File: config.mk
export PLATFORM = sky130hd
export DESIGN_NAME = lcd_update_arbiter
export DESIGN_NICKNAME = d
export VERILOG_FILES = /design/src/rtl/lcd_update_arbiter.sv
export SDC_FILE = /design/constraint.sdc
export NUM_CORES = 1
export LEC_CHECK = 0
export CAP_MARGIN = 20
export CORE_AREA = 4 4 70 72
export DETAILED_ROUTE_END_ITERATION = 10
export DIE_AREA = 0 0 74 76
export PLACE_DENSITY = 0.67
export SYNTH_ARGS = -nofsm -noshare
export SYNTH_HDL_FRONTEND = slang
export SYNTH_SLANG_ARGS = --single-unit
File: constraint.sdc
create_clock -name clk_i -period 3.1 [get_ports clk_i]
set_input_delay 0.62 -clock clk_i [delete_from_list [all_inputs] [get_ports clk_i]]
set_output_delay 0.62 -clock clk_i [all_outputs]
set_load 0.05 [all_outputs]
File: src/rtl/lcd_update_arbiter.sv
// Round-robin arbiter sharing one 4-phase LCD update port among NREQ requesters.
// Optional ack-wait timeout is enabled by defining LCD_ARB_TIMEOUT_EN.
//
// state    | meaning
// ---------+------------------------------------------------------------
// IDLE     | no transfer; pick next requester once LCDAck is low
// WAIT_ACK | LCDUpdate high with frozen data, waiting for LCDAck
// RELEASE  | transfer finished, waiting for LCDAck to return low
module lcd_update_arbiter #(
    parameter int NREQ    = 3,
    parameter int DW      = 10,
    parameter int TIMEOUT = 1023
) (
    input  logic               clk_i,
    input  logic               rst_ni,
    input  logic [NREQ-1:0]    req_i,
    input  logic [NREQ*DW-1:0] req_data_i,
    output logic [NREQ-1:0]    grant_o,
    output logic               lcd_update_o,
    output logic [DW-1:0]      lcd_data_o,
    input  logic               lcd_ack_i,
    output logic               busy_o,
    output logic               timeout_err_o
);

    localparam int PW = $clog2(NREQ);

    localparam logic [1:0] S_IDLE     = 2'd0;
    localparam logic [1:0] S_WAIT_ACK = 2'd1;
    localparam logic [1:0] S_RELEASE  = 2'd2;

    logic [1:0]      state_q, state_d;
    logic [PW-1:0]   ptr_q, ptr_d;
    logic [PW-1:0]   sel_q, sel_d;
    logic            lcd_update_q, lcd_update_d;
    logic [DW-1:0]   lcd_data_q, lcd_data_d;
    logic [NREQ-1:0] grant_q, grant_d;

    logic            win_found;
    logic [PW-1:0]   win_idx;
    logic            finish;

    function automatic logic [PW-1:0] wrap_add(input logic [PW-1:0] base, input int offs);
        int sum;
        sum = int'(base) + offs;
        if (sum >= NREQ) sum = sum - NREQ;
        return PW'(sum);
    endfunction

    // Scan from the highest offset down so the lowest offset from ptr wins.
    always_comb begin
        win_found = 1'b0;
        win_idx   = '0;
        for (int k = NREQ - 1; k >= 0; k--) begin
            if (req_i[wrap_add(ptr_q, k)]) begin
                win_found = 1'b1;
                win_idx   = wrap_add(ptr_q, k);
            end
        end
    end

`ifdef LCD_ARB_TIMEOUT_EN
    localparam int CW = $clog2(TIMEOUT + 1);

    logic [CW-1:0] cnt_q, cnt_d;
    logic          timeout_err_q, timeout_err_d;
`endif

    always_comb begin
        state_d      = state_q;
        ptr_d        = ptr_q;
        sel_d        = sel_q;
        lcd_update_d = lcd_update_q;
        lcd_data_d   = lcd_data_q;
        grant_d      = '0;
        finish       = 1'b0;
`ifdef LCD_ARB_TIMEOUT_EN
        cnt_d         = cnt_q;
        timeout_err_d = 1'b0;
`endif
        case (state_q)
            S_IDLE: begin
                if (win_found && !lcd_ack_i) begin
                    lcd_data_d   = req_data_i[win_idx*DW +: DW];
                    lcd_update_d = 1'b1;
                    sel_d        = win_idx;
                    state_d      = S_WAIT_ACK;
`ifdef LCD_ARB_TIMEOUT_EN
                    cnt_d        = '0;
`endif
                end
            end
            S_WAIT_ACK: begin
                if (lcd_ack_i) begin
                    finish = 1'b1;
`ifdef LCD_ARB_TIMEOUT_EN
                end else if (cnt_q == CW'(TIMEOUT - 1)) begin
                    finish        = 1'b1;
                    timeout_err_d = 1'b1;
                end else begin
                    cnt_d = cnt_q + CW'(1);
`endif
                end
            end
            S_RELEASE: begin
                if (!lcd_ack_i) state_d = S_IDLE;
            end
            default: state_d = S_IDLE;
        endcase

        if (finish) begin
            lcd_update_d   = 1'b0;
            grant_d[sel_q] = 1'b1;
            ptr_d          = wrap_add(sel_q, 1);
            state_d        = S_RELEASE;
        end
    end

    always_ff @(posedge clk_i) begin
        if (!rst_ni) begin
            state_q      <= S_IDLE;
            ptr_q        <= '0;
            sel_q        <= '0;
            lcd_update_q <= 1'b0;
            lcd_data_q   <= '0;
            grant_q      <= '0;
        end else begin
            state_q      <= state_d;
            ptr_q        <= ptr_d;
            sel_q        <= sel_d;
            lcd_update_q <= lcd_update_d;
            lcd_data_q   <= lcd_data_d;
            grant_q      <= grant_d;
        end
    end

`ifdef LCD_ARB_TIMEOUT_EN
    always_ff @(posedge clk_i) begin
        if (!rst_ni) begin
            cnt_q         <= '0;
            timeout_err_q <= 1'b0;
        end else begin
            cnt_q         <= cnt_d;
            timeout_err_q <= timeout_err_d;
        end
    end

    assign timeout_err_o = timeout_err_q;
`else
    // TIMEOUT has no effect when the timeout feature is not built in.
    assign timeout_err_o = 1'b0 & (TIMEOUT > 0);
`endif

    assign grant_o      = grant_q;
    assign lcd_update_o = lcd_update_q;
    assign lcd_data_o   = lcd_data_q;
    assign busy_o       = (state_q != S_IDLE);

endmodule
==> impl_metrics.csv <==
group,metric,value,unit
floorplanning,boundaryPins,52,
setup_path,slowest_stage,"clkdlybuf4s50_1",
drt,num_vias,1145,
drt,drtAntennaViolNets,0,
floorplanning,die_w,74,microns
global_route,grt_remaining_overflow,0,
cts,postCtsHoldBufs,0,
drt,first_pass_iters,4,
final_layout,drive_gt1_frac,0.140,
final_layout,fin_cells,231,
drt,drt_iter0_drc,97,
floorplanning,placementRows,24,
sta,setup_viol,0,
global_route,first_global_vias,1128,
worst_hold_path,hold_path_class,"reg2reg",
pwr,ir_drop,164,uV
pwr,power,0.000757,W
cts,cts_tree,"yes",
logic_synthesis,yosysMostFrequentCell,"dfxtp_1",
floorplanning,die_area,5620,sq um
sta,slew_viol_final,0,
logic_synthesis,synth_top_family_by_area,"compound AO/OA/AOI/OAI gates",
logic_synthesis,synth_compound_area_frac,0.230,
cts,cts.clk_slew.worst_paths,0.08,ns
logic_synthesis,syn-instance-count,126,
sta,final-hold-violation-count,0,
logic_synthesis,ys_ff_latch,20,
logic_synthesis,synth_flop_cell,"dfxtp_1",
setup_path,worstPathCellList,"clkdlybuf4s50_1, nand3b_1, a21o_1, o31ai_4, buf_4, mux2_1, a221o_1",
logic_synthesis,synth_fp_nets,169,
run_status,status,"complete, no violations",
global_route,track_usage,0.120,
logic_synthesis,synth_fa_ha_area_frac,0.0711,
sta,rsz0062_at_grt,"no",
logic_synthesis,synth-xor-area-share,0.00711,
logic_synthesis,yosysWarningCount,0,
cts,clk_path_buf_depth,2,
logic_synthesis,synthMuxAreaShare,0.109,
logic_synthesis,yosysTopAreaCellShare,0.325,
cts,numCtsBuffers,3,
placement,hpwlAfterDp,2490,microns
drt,routedWlPerCell,14.0,microns
sta,finalCritPeriodShare,0.805,
logic_synthesis,yosys.area.top_type,"dfxtp_1",
logic_synthesis,ys_seq_area_frac,0.325,
floorplanning,dieHeight,76,microns
floorplanning,core_area,4290,sq um
logic_synthesis,syn_avg_cell_area,9.77,sq um
setup_path,crit_type,"in2reg",
cts,cts_setup_buffers,0,
cts,cts.sinks,20,
final_layout,syn_to_final_growth,50.4,%
cts,cts_root_buf,"clkbuf_8",
setup_path,worstPathArrival,2.66,ns
final_layout,nNetsFinal,223,
sta,maxSlewHeadroom,0.515,
setup_path,slowest_delay,0.61,ns
placement,globalplace.congestion,0.811,
sta,worst_pin_slew,0.725,ns
placement,dpl.cell_count,227,
setup_path,startpoint_type,"primary input",
logic_synthesis,async_reset_ff_frac,0,
logic_synthesis,synth_area_leaders,"dfxtp_1, a221o_1, mux2_2, ha_1, and3_1",
logic_synthesis,synth_edf_count,0,
pwr,leakage,0.735,nW
sta,period_needed,2.50,ns
global_route,antenna_found_initial,0,
drt,wirelength,3240,microns
cts,ctsResizeCount,0,
cts,cts_max_level,1,
logic_synthesis,synthDistinctLibCells,47,
drt,drcViolationCount,0,
floorplanning,start_util,0.287,
setup_path,end_kind,"flop",
final_layout,diodes,0,
placement,portBuffers,50,
logic_synthesis,netlist_area,1230,sq um
setup_path,cp.required,3.26,ns
logic_synthesis,synth-simple-area-share,0.206,
drt,vias_per_cell,4.96,
sta,fmax,0.401,GHz
pwr,power_density,409,nW/um^2
setup_path,worst-path-max-fanout,10,
global_route,grt_max_degree,18,
sta,fin_skew,0.00669,ns
sta,fin_setup_tns,0,ns
global_route,grt_first_pass_wirelength,5340,microns
job,max-cap-violations,0,
cts,clkLatencyLatePin,0.26,ns
logic_synthesis,synthTopCellsByCount,"dfxtp_1, and3_1, a221o_1, mux2_2, ha_1",
## per-layer routing
metal  part of all wire  global-route usage  vias up
li1                   -                   -      582
met1               0.45               0.154      534
met2               0.47               0.189       25
met3              0.064              0.0435        4
met4             0.0080              0.0272        0
met5                  0                   0        -
## layout make-up
| class | instances | area (sq um) |
|---|---|---|
| repair buffers | 55 | 538 |
| clock buffers | 4 | 55.1 |
| multi-input cells | 94 | 771 |
| inverters | 6 | 22.5 |
| well taps | 52 | 65.1 |
| fillers | 445 | 2440 |
| flip-flops and latches | 20 | 400 |
## sequential cells by signal, indices dropped and copies added, names as in the netlist
name	count
state_q	2
sel_q	2
lcd_update_o	1
lcd_data_o	10
grant_o	3
ptr_q	2
## path summary, 6_finish.rpt
check | start | depth (start not counted) | to | slack (ns)
worst min-delay path | lcd_data_o[1] | 2 | lcd_data_o[1] | 0.50
worst max-delay path | req_i[2] | 7 | lcd_data_o[9] | 0.60
worst max register to register | ptr_q[1] | 8 | lcd_data_o[9] | 0.66
worst min register to register | lcd_data_o[1] | 2 | lcd_data_o[1] | 0.50
## per-stage QoR
| step | cell area, sq um | setup slack [ns] | hold WS (ns) | utilization |
|---|---|---|---|---|
| after global placement | 1800 | 0.350 | 0.475 | 0.418 |
| after detailed placement | 1800 | 0.322 | 0.476 | 0.418 |
| after CTS | 1850 | 0.607 | 0.503 | 0.431 |
| after floorplan | 1230 | 0.861 | 0.491 | - |
| final | 1850 | 0.604 | 0.497 | 0.431 |
| after global routing | 1850 | 0.472 | 0.566 | 0.431 |
## logic make-up (layout without fill, tap and decap cells)
| kind of cell | Yosys count | after routing |
|---|---|---|
| AO/OA/AOI/OAI | 32 | 32 |
| XOR/XNOR | 1 | 1 |
| adder cells (fa/ha/maj) | 7 | 7 |
| buffers and inverters | 12 | 65 |
| flip-flops | 20 | 20 |
| multiplexers | 11 | 11 |
| other | 1 | 1 |
| AND/OR/NAND/NOR | 42 | 42 |
## critical path, delay by kind of cell
family	cells	cell delay, ns
compound gates	3	0.64
buf+inv	2	0.83
mux	1	0.33
simple gates	1	0.23
## placed cells by master, fill, tap and decap left out, types with 2 or more instances in the layout
cell type and instances:
nand2b_1 6, nor3_1 2, nor2_1 6, nand3_1 2, mux2_2 8, o21ai_0 2, a221o_1 9, a21oi_1 4
buf_4 5, nand3b_1 2, and3_1 13, clkbuf_8 4, ha_1 7, inv_1 5, a221oi_1 2, dfxtp_1 20
nand2_1 3, a211oi_1 3, clkdlybuf4s50_1 50
## power by group
group          switching (W)  internal [W]  leakage (nW)
Clock              0.0000923      0.000113        0.0288
Sequential         0.0000116      0.000277         0.164
Combinational       0.000137      0.000126         0.543
Total               0.000241      0.000516         0.735
Power figures use the tool's default switching activity.
